`config.mk`:
```
export PLATFORM = sky130hd
export DESIGN_NAME = peridot_board_i2c_slave
export DESIGN_NICKNAME = d
export VERILOG_FILES = /design/src/rtl/peridot_board_i2c_slave.sv
export SDC_FILE = /design/constraint.sdc
export NUM_CORES = 1
export LEC_CHECK = 0
export CAP_MARGIN = 20
export CORE_ASPECT_RATIO = 1.75
export CORE_MARGIN = 5
export CORE_UTILIZATION = 45
export DETAILED_ROUTE_END_ITERATION = 8
export DONT_BUFFER_PORTS = 1
export PLACE_DENSITY_LB_ADDON = 0.25
export SYNTH_ARGS = -nofsm -noshare
export SYNTH_HDL_FRONTEND = slang
export SYNTH_SLANG_ARGS = --single-unit
```
`constraint.sdc`:
```
create_clock -name clk -period 4.2 [get_ports clk]
set_input_delay 1.05 -clock clk [delete_from_list [all_inputs] [get_ports clk]]
set_output_delay 1.05 -clock clk [all_outputs]
set_load 0.02 [all_outputs]
```
`src/rtl/peridot_board_i2c_slave.sv`:
```
// Purpose : bit-level I2C slave PHY: pin sync/filter, START/STOP detect, MSB-first byte shift, 9th-clock ACK.
// Latency : pin change -> action after 2 sync clk + FILTER_LENGTH filter clk + 1 edge clk.
// Backpressure: ackwaitrequest holds SCL low at the ACK phase (when stretching is enabled).
// Ports   : clk/reset (sync, active-high); i2c_scl_i/o, i2c_sda_i/o open-drain pins (o: 0 = pull low);
//           condi_start/condi_stop/done_byte/done_ack 1-clk pulses; ackwaitrequest stretch request;
//           send_bytedata/send_bytedatavalid tx byte; recieve_bytedata rx byte; send_ackdata ACK to drive;
//           recieve_ackdata ACK seen from master.
module peridot_board_i2c_slave #(
    parameter int FILTER_LENGTH   = 3,
    parameter     STRETCH_FEATURE = "ENABLE"
) (
    input  logic       clk,
    input  logic       reset,
    input  logic       i2c_scl_i,
    output logic       i2c_scl_o,
    input  logic       i2c_sda_i,
    output logic       i2c_sda_o,
    output logic       condi_start,
    output logic       condi_stop,
    output logic       done_byte,
    input  logic       ackwaitrequest,
    output logic       done_ack,
    input  logic [7:0] send_bytedata,
    input  logic       send_bytedatavalid,
    output logic [7:0] recieve_bytedata,
    input  logic       send_ackdata,
    output logic       recieve_ackdata
);

    localparam logic [2:0] LP_FILT_MAX  = 3'(FILTER_LENGTH - 1);
    localparam bit         LP_STRETCH_EN = (STRETCH_FEATURE == "ENABLE");

    typedef enum logic [1:0] {ST_IDLE, ST_BIT, ST_STRETCH, ST_ACK} state_t;

    // ---------------- input synchroniser and glitch filter ----------------
    logic [1:0] r_scl_sync, r_sda_sync;
    logic [2:0] r_scl_cnt, r_sda_cnt;
    logic       r_scl_f, r_sda_f, r_scl_fp, r_sda_fp;

    always_ff @(posedge clk) begin
        if (reset) begin
            r_scl_sync <= 2'b11;
            r_sda_sync <= 2'b11;
            r_scl_cnt  <= '0;
            r_sda_cnt  <= '0;
            r_scl_f    <= 1'b1;
            r_sda_f    <= 1'b1;
            r_scl_fp   <= 1'b1;
            r_sda_fp   <= 1'b1;
        end else begin
            r_scl_sync <= {r_scl_sync[0], i2c_scl_i};
            r_sda_sync <= {r_sda_sync[0], i2c_sda_i};
            r_scl_fp   <= r_scl_f;
            r_sda_fp   <= r_sda_f;
            // Filtered level flips only after FILTER_LENGTH consecutive differing samples.
            if (r_scl_sync[1] == r_scl_f) begin
                r_scl_cnt <= '0;
            end else if (r_scl_cnt == LP_FILT_MAX) begin
                r_scl_f   <= r_scl_sync[1];
                r_scl_cnt <= '0;
            end else begin
                r_scl_cnt <= r_scl_cnt + 3'd1;
            end
            if (r_sda_sync[1] == r_sda_f) begin
                r_sda_cnt <= '0;
            end else if (r_sda_cnt == LP_FILT_MAX) begin
                r_sda_f   <= r_sda_sync[1];
                r_sda_cnt <= '0;
            end else begin
                r_sda_cnt <= r_sda_cnt + 3'd1;
            end
        end
    end

    logic w_scl_rise, w_scl_fall, w_start, w_stop, w_stretch;
    assign w_scl_rise = r_scl_f & ~r_scl_fp;
    assign w_scl_fall = ~r_scl_f & r_scl_fp;
    // SCL must be high now and last cycle, so an SDA change on an SCL edge is data.
    assign w_start    = ~r_sda_f & r_sda_fp & r_scl_f & r_scl_fp;
    assign w_stop     = r_sda_f & ~r_sda_fp & r_scl_f & r_scl_fp;
    assign w_stretch  = LP_STRETCH_EN & ackwaitrequest;

    // ---------------- FSM ----------------
    state_t     r_state, w_state_nxt;
    logic [3:0] r_bitcnt, w_bitcnt_nxt;
    logic [7:0] r_shift, w_shift_nxt;
    logic [7:0] r_rxbyte, w_rxbyte_nxt;
    logic       r_tx, w_tx_nxt;
    logic       r_scl_o, w_scl_o_nxt;
    logic       r_sda_o, w_sda_o_nxt;
    logic       r_ackrx, w_ackrx_nxt;
    logic       r_start_p, w_start_p;
    logic       r_stop_p, w_stop_p;
    logic       r_done_byte, w_done_byte;
    logic       r_done_ack, w_done_ack;

    // State and datapath register
    always_ff @(posedge clk) begin
        if (reset) begin
            r_state     <= ST_IDLE;
            r_bitcnt    <= '0;
            r_shift     <= '0;
            r_rxbyte    <= '0;
            r_tx        <= 1'b0;
            r_scl_o     <= 1'b1;
            r_sda_o     <= 1'b1;
            r_ackrx     <= 1'b0;
            r_start_p   <= 1'b0;
            r_stop_p    <= 1'b0;
            r_done_byte <= 1'b0;
            r_done_ack  <= 1'b0;
        end else begin
            r_state     <= w_state_nxt;
            r_bitcnt    <= w_bitcnt_nxt;
            r_shift     <= w_shift_nxt;
            r_rxbyte    <= w_rxbyte_nxt;
            r_tx        <= w_tx_nxt;
            r_scl_o     <= w_scl_o_nxt;
            r_sda_o     <= w_sda_o_nxt;
            r_ackrx     <= w_ackrx_nxt;
            r_start_p   <= w_start_p;
            r_stop_p    <= w_stop_p;
            r_done_byte <= w_done_byte;
            r_done_ack  <= w_done_ack;
        end
    end

    // Next state
    always_comb begin
        w_state_nxt = r_state;
        if (w_start) begin
            w_state_nxt = ST_BIT;
        end else if (w_stop) begin
            w_state_nxt = ST_IDLE;
        end else begin
            case (r_state)
                ST_IDLE:    w_state_nxt = ST_IDLE;
                ST_BIT:     if (w_scl_fall && r_bitcnt == 4'd8) w_state_nxt = ST_STRETCH;
                ST_STRETCH: if (!w_stretch) w_state_nxt = ST_ACK;
                ST_ACK:     if (w_scl_fall) w_state_nxt = ST_BIT;
                default:    w_state_nxt = ST_IDLE;
            endcase
        end
    end

    // Outputs and datapath. bitcnt counts SCL rises, so the SCL fall that follows
    // START (bitcnt=0) is ignored and the fall with bitcnt=8 closes the byte.
    always_comb begin
        w_bitcnt_nxt = r_bitcnt;
        w_shift_nxt  = r_shift;
        w_rxbyte_nxt = r_rxbyte;
        w_tx_nxt     = r_tx;
        w_scl_o_nxt  = r_scl_o;
        w_sda_o_nxt  = r_sda_o;
        w_ackrx_nxt  = r_ackrx;
        w_start_p    = 1'b0;
        w_stop_p     = 1'b0;
        w_done_byte  = 1'b0;
        w_done_ack   = 1'b0;
        if (w_start) begin
            w_start_p    = 1'b1;
            w_scl_o_nxt  = 1'b1;
            w_sda_o_nxt  = 1'b1;
            w_tx_nxt     = 1'b0;
            w_bitcnt_nxt = '0;
            w_ackrx_nxt  = 1'b0;
        end else if (w_stop) begin
            w_stop_p    = 1'b1;
            w_scl_o_nxt = 1'b1;
            w_sda_o_nxt = 1'b1;
        end else begin
            case (r_state)
                ST_BIT: begin
                    if (w_scl_rise) begin
                        w_bitcnt_nxt = r_bitcnt + 4'd1;
                        if (!r_tx) w_shift_nxt = {r_shift[6:0], r_sda_f};
                    end
                    if (w_scl_fall) begin
                        if (r_bitcnt == 4'd8) begin
                            w_done_byte = 1'b1;
                            w_sda_o_nxt = 1'b1;
                            if (!r_tx) w_rxbyte_nxt = r_shift;
                        end else if (r_tx && r_bitcnt != 4'd0) begin
                            // r_shift[7] is already on the line; present the next bit.
                            w_sda_o_nxt = r_shift[6];
                            w_shift_nxt = {r_shift[6:0], 1'b0};
                        end
                    end
                end
                ST_STRETCH: begin
                    if (w_stretch) begin
                        w_scl_o_nxt = 1'b0;
                        if (r_tx) w_sda_o_nxt = 1'b1;
                    end else begin
                        w_scl_o_nxt = 1'b1;
                        w_sda_o_nxt = r_tx ? 1'b1 : ~send_ackdata;
                    end
                end
                ST_ACK: begin
                    if (w_scl_rise) w_ackrx_nxt = ~r_sda_f;
                    if (w_scl_fall) begin
                        w_done_ack   = 1'b1;
                        w_bitcnt_nxt = '0;
                        if (send_bytedatavalid) begin
                            w_tx_nxt    = 1'b1;
                            w_shift_nxt = send_bytedata;
                            w_sda_o_nxt = send_bytedata[7];
                        end else begin
                            w_tx_nxt    = 1'b0;
                            w_sda_o_nxt = 1'b1;
                        end
                    end
                end
                default: begin
                    w_scl_o_nxt = 1'b1;
                    w_sda_o_nxt = 1'b1;
                end
            endcase
        end
    end

    assign i2c_scl_o        = r_scl_o;
    assign i2c_sda_o        = r_sda_o;
    assign condi_start      = r_start_p;
    assign condi_stop       = r_stop_p;
    assign done_byte        = r_done_byte;
    assign done_ack         = r_done_ack;
    assign recieve_bytedata = r_rxbyte;
    assign recieve_ackdata  = r_ackrx;

endmodule

```
# Word-level counts from Yosys, hierarchy flattened
# Index checks and enable logic that the tools add are counted.
# totals
elab_cells,119
input_bits,15
output_inout_bits,15
register_bits,44
# classes
muxes,33
n_eq_ne,19
add_sub_neg,3
n_bitwise,21
n_reduce_logical,22
# op_table
op,count
8-bit two-way mux,7
1-bit two-way mux,16
8-bit one-hot mux with 2 select lines,1
1-bit NOT,13
2-bit != test (second input constant),6
4-bit != test (second input constant),3
3-bit AND reduction,4
3-bit OR reduction,3
1-bit bitwise AND,8
4-bit two-way mux,2
2-bit one-hot mux with 4 select lines,1
4-bit one-hot mux with 2 select lines,1
4-bit AND reduction,2
3-bit by 1-bit adder with 3-bit output (second input constant),2
3-bit by 2-bit equality test with 1-bit output (second input constant),2
2-bit two-way mux,3
3-bit != test (second input constant),2
6-bit AND reduction,1
5-bit AND reduction,1
5-bit OR reduction,1
4-bit by 1-bit adder with 4-bit output (second input constant),1
2-bit equality test (second input constant),2
4-bit equality test (second input constant),1
2-bit AND reduction,2
10 further kinds,13

# Depth between registers and ports, before layout
# depth
ltp_word,7
depth_mapped,7
depth_no_buf,6

# Least setup slack after synthesis
# No wires, ideal clock.
# synth_timing
kind,input-to-reg
startpoint,in reset
endpoint,reg r_scl_cnt[2]
cell_stages,3
arrival_time_ns,1.732
path_slack_ns,2.329
setup_ns,0.139
n_path_buf,2
t_required_ns,4.061
path_cell_list,clkbuf_1 buf_1 nor3_1
# synth_between
elab_chain_len,1
# synth_lines
element,line,source
"start, declared",13,"input logic reset,"
3-bit OR reduction (no line),-,
"end signal, assigned",62,r_scl_cnt <= r_scl_cnt + 3'd1;
"end, declared",37,"logic [2:0] r_scl_cnt, r_sda_cnt;"
# Every way passes these cells.
# A chain may end at the register's enable or synchronous reset.

# Final worst setup path
# layout_timing
startpoint,reg r_state[1]
endpoint,reg r_shift[1]
# layout_between
elab_chain_len,3
elab_cells_between_ends,7
classes_between,eq/ne: 4; mux: 1; reduce/logical: 2
# layout_lines
element,line,source
"start, declared",84,"state_t r_state, w_state_nxt;"
"start signal, assigned",113,r_state <= w_state_nxt;
2-bit equality test / 2-bit by 1-bit equality test with 1-bit output (equally long branches),172,case (r_state)
2-bit != test (no line) / 2-bit nonzero test (equally long branches),-,
5-bit AND reduction (no line),-,
"end signal, assigned",115,r_shift <= w_shift_nxt;
"end, declared",86,"logic [7:0] r_shift, w_shift_nxt;"
# Parallel ways exist; a longest one is shown, timed or not.

==> impl_metrics.yaml <==
floorplan:
  start_util_pct: 45.9
  floorplan.rows: 33
  io-pin-count: 30
  die_height_um: 101
  die_area_sq_um: 6290
  core_sq_um: 4670
  die-width_um: 62.1
sta:
  finalCriticalPeriod_ns: 2.25
  worst_pin_slew_ns: 0.980
  finalSetupTns_ns: 0
  unrepaired_setup_endpoints_after_global_routing: "false"
  timing.clock.skew_ns: 0.00488
  report.final.slew_viol_count: 0
  final-setup-viol-count: 0
  max_freq_mhz: 444
  final_min_period_over_clock_period_pct: 53.6
  slew_headroom_pct: 34.6
  timing_hold_violations_final: 0
  final_critical_path_setup_slack_ns: 1.95
global_route:
  top_usage_layer: "met2"
  grt_residual_overflow: 0
  grt.met3_usage_pct: 3.88
  antenna_violations_before_repair: 0
  groute.layer.met1.usage_pct: 14.1
  groute.layer.met2.usage_pct: 24.6
  first_pass_grt_wire_length_um: 6990
  grt_max_degree: 30
  vias_in_the_first_global_route: 1546
  grt_use_total_pct: 13.5
setup_path:
  max_stage_delay_ns: 0.82
  cp_top_family: "adder cells"
  worst_setup_ep_type: "flop"
  timing.critical_path.required_ns: 4.38
  criticalPathCategory: "reg2reg"
  cp_num_buf_inv: 0
  worst-endpoint-arrival_ns: 2.43
  cp.depth: 5
  worst-r2r-cell-count: 5
  worst_r2r_startpoint: "r_state[1]$_SDFFE_PP0P_"
  worst_setup_path_startpoint: "r_state[1]$_SDFFE_PP0P_"
  timing.critical_path.slowest_stage_cell: "sky130_fd_sc_hd__ha_1"
  cp_cell_sequence: "ha_1 -> and3_1 -> o21ai_2 -> nor4_1 -> nor3_2"
  worst_setup_path_start_kind: "flop"
  largest_fanout_of_any_net_on_the_critical_path: 26
power_and_ir_drop:
  power.sequential.fraction_pct: 54.0
  cellInternalPower_uw: 633
  vdd_ir_drop_max_mv: 0.233
  switching_share_pct: 18.7
  report.power.total_uw: 779
  power_frac_comb_pct: 1.2
  power.density_cell_area_nw_per_um2: 345
  power.static_leakage_uw: 0.000857
  power.share.clock_pct: 44.8
  net-switching-power_uw: 146
final_layout:
  area.growth.synth_to_final_pct: 5.67
  fillers: 450
  n_antenna_cell: 0
  nNetsFinal: 238
  finalCoreUtilization_pct: 48.5
  drive_gt1_share_pct: 16.4
  finalInstanceArea_sq_um: 2260
cts:
  cts_resized: 0
  post_cts_hold_buffer_count: 0
  tritoncts: "built"
  cts.clk_slew.worst_paths_ns: 0.08
  clk_latency_ns: 0.29
  post_cts.repair.setup_buffers: 0
  clock_sink_count: 44
  root_buffer: "sky130_fd_sc_hd__clkbuf_8"
  h_tree_lvl_count: 2
  cts_buffer_depth: 2
  total_clock_buffers_created_by_cts: 5
hold_path:
  timing.hold.worst.start: "r_scl_sync[0]$_SDFF_PP1_"
  whs_path_depth: 1
  holdCritPathClass: "reg2reg"
yosys:
  dominantRegCellSynth: "sky130_fd_sc_hd__dfxtp_1"
  async_flop_share_pct: 0
  synth.area.top_cells: "sky130_fd_sc_hd__dfxtp_1 (41%), sky130_fd_sc_hd__mux2i_1 (6.1%), sky130_fd_sc_hd__ha_1 (5.8%)"
  synth_area_per_inst_sq_um: 9.81
  yosysSeqAreaShare_pct: 41.2
  yosys.cell_count.top_type: "sky130_fd_sc_hd__dfxtp_1"
  post_synth_inst_count: 218
  yosys_warnings: 0
  post_synth_instance_area_sq_um: 2140
  synth_top_area_share_pct: 41.2
  synth_nets: 243
  netlist.top_cell.by_area: "sky130_fd_sc_hd__dfxtp_1"
  ffs_latches_synth: 44
  synthDistinctLibCells: 51
  post_synth_most_frequent_cells: "sky130_fd_sc_hd__dfxtp_1 (44), sky130_fd_sc_hd__nor2_1 (21), sky130_fd_sc_hd__mux2i_1 (13)"
  synth_edf_count: 0
drt:
  vias: 1541
  drt-initial-drc-count: 33
  drcViolationCount: 0
  detailedRoute.firstPassIterationCount: 4
  drt-wirelength-per-cell_um: 15.5
  routed_via_density: 5.79
  wl_um: 4130
  final_antenna_net_count: 0
run_status:
  run_status: "finished clean"
placement:
  place_worst_setup_slack_ns: 1.98
  detailed_place.area_sq_um: 2130
  detailedPlacementHpwl_um: 2970
  gp_routability_congestion: 0.740
  io_buffers: 0
job:
  drv_cap: 0
==> power groups by stage <==
| stage | logic [uW] | clock network (uW) | registers (uW) |
|---|---|---|---|
| 6_report | 9.65 | 349 | 421 |
| 5_1_grt | 10.9 | 383 | 421 |
| 4_1_cts | 9.85 | 360 | 421 |
| 3_5_place_dp | 9.73 | 0 | 431 |
| 3_3_place_gp | 9.57 | 0 | 431 |
| 2_1_floorplan | 11.4 | 0 | 430 |
==> sequential cells by signal, indices dropped and copies added, names as in the netlist, 2 cells and up <==
signal            flops
r_sda_cnt             3
recieve_bytedata      8
r_shift               8
r_scl_cnt             3
r_state               2
r_scl_sync            2
r_bitcnt              4
r_sda_sync            2
==> worst paths after layout <==
| check | slack, ns | end |
|---|---|---|
| min | 0.41 | r_scl_sync[1]$_SDFF_PP1_ |
| max reg2reg | 1.95 | r_shift[1]$_SDFFE_PP0P_ |
| min reg2reg | 0.41 | r_scl_sync[1]$_SDFF_PP1_ |
| max | 1.95 | r_shift[1]$_SDFFE_PP0P_ |
==> cells by family (layout without fill, tap and decap cells) <==
group           Yosys count  after routing  synth area share [%]
flops                    44             44                  41.2
buf+inv                  24             20                  5.38
xor+xnor                  4              4                  1.64
fa+ha+maj                10             10                  5.85
compound gates           37             37                  13.3
simple gates             78             78                  22.3
mux                      21             21                  10.3
==> stage by stage <==
step	instances	hold slack, ns
after floorplan	218	0.389
after global placement	258	0.393
after detailed placement	258	0.394
after CTS	266	0.414
after global routing	266	0.434
final	266	0.412
==> layout by cell type (no fill, tap or decap), types with 2 or more instances in the layout <==
master | netlist | layout
sky130_fd_sc_hd__a21oi_1 | 5 | 5
sky130_fd_sc_hd__a22oi_1 | 3 | 3
sky130_fd_sc_hd__a31oi_1 | 8 | 8
sky130_fd_sc_hd__and3_1 | 3 | 3
sky130_fd_sc_hd__and3b_1 | 2 | 2
sky130_fd_sc_hd__clkbuf_8 | 0 | 7
sky130_fd_sc_hd__dfxtp_1 | 44 | 44
sky130_fd_sc_hd__ha_1 | 10 | 10
sky130_fd_sc_hd__inv_1 | 12 | 12
sky130_fd_sc_hd__mux2_2 | 8 | 8
sky130_fd_sc_hd__mux2i_1 | 13 | 13
sky130_fd_sc_hd__nand2_1 | 7 | 7
sky130_fd_sc_hd__nand2b_1 | 2 | 2
sky130_fd_sc_hd__nand3_1 | 2 | 2
sky130_fd_sc_hd__nand3b_1 | 2 | 2
sky130_fd_sc_hd__nand4b_1 | 2 | 2
sky130_fd_sc_hd__nor2_1 | 21 | 21
sky130_fd_sc_hd__nor2b_1 | 5 | 5
sky130_fd_sc_hd__nor3_1 | 4 | 4
sky130_fd_sc_hd__nor3_2 | 7 | 7
sky130_fd_sc_hd__nor3b_1 | 3 | 3
sky130_fd_sc_hd__nor4_1 | 7 | 7
sky130_fd_sc_hd__o21a_1 | 2 | 2
sky130_fd_sc_hd__o21ai_0 | 4 | 4
sky130_fd_sc_hd__or2_2 | 5 | 5
sky130_fd_sc_hd__or3_1 | 2 | 2
sky130_fd_sc_hd__xnor2_1 | 3 | 3
==> per-layer routing <==
layer | share of wire, % | vias to the layer above | wire, um
li1 | - | 770 | -
met3 | 5.7 | 4 | 234
met5 | 0 | - | 0
met2 | 52 | 35 | 2160
met1 | 41 | 732 | 1680
met4 | 1.3 | 0 | 53
==> cell type report <==
class / count / area (sq um) / area share, %
Multi-Input combinational cell: 150 / 1140 / 50.6
Sequential cell: 44 / 881 / 39.0
Clock buffer: 7 / 96.3 / 4.26
Tap cell: 52 / 65.1 / 2.88
Inverter: 12 / 45.0 / 1.99
Clock inverter: 1 / 30.0 / 1.33
==> worst register-to-register path, cell delays in order (launching register included) <==
cell and delay (ns):
sky130_fd_sc_hd__dfxtp_1 0.38, sky130_fd_sc_hd__ha_1 0.82, sky130_fd_sc_hd__and3_1 0.31, sky130_fd_sc_hd__o21ai_2 0.14
sky130_fd_sc_hd__nor4_1 0.43, sky130_fd_sc_hd__nor3_2 0.06
No activity file was read; power rests on OpenSTA's default activity.
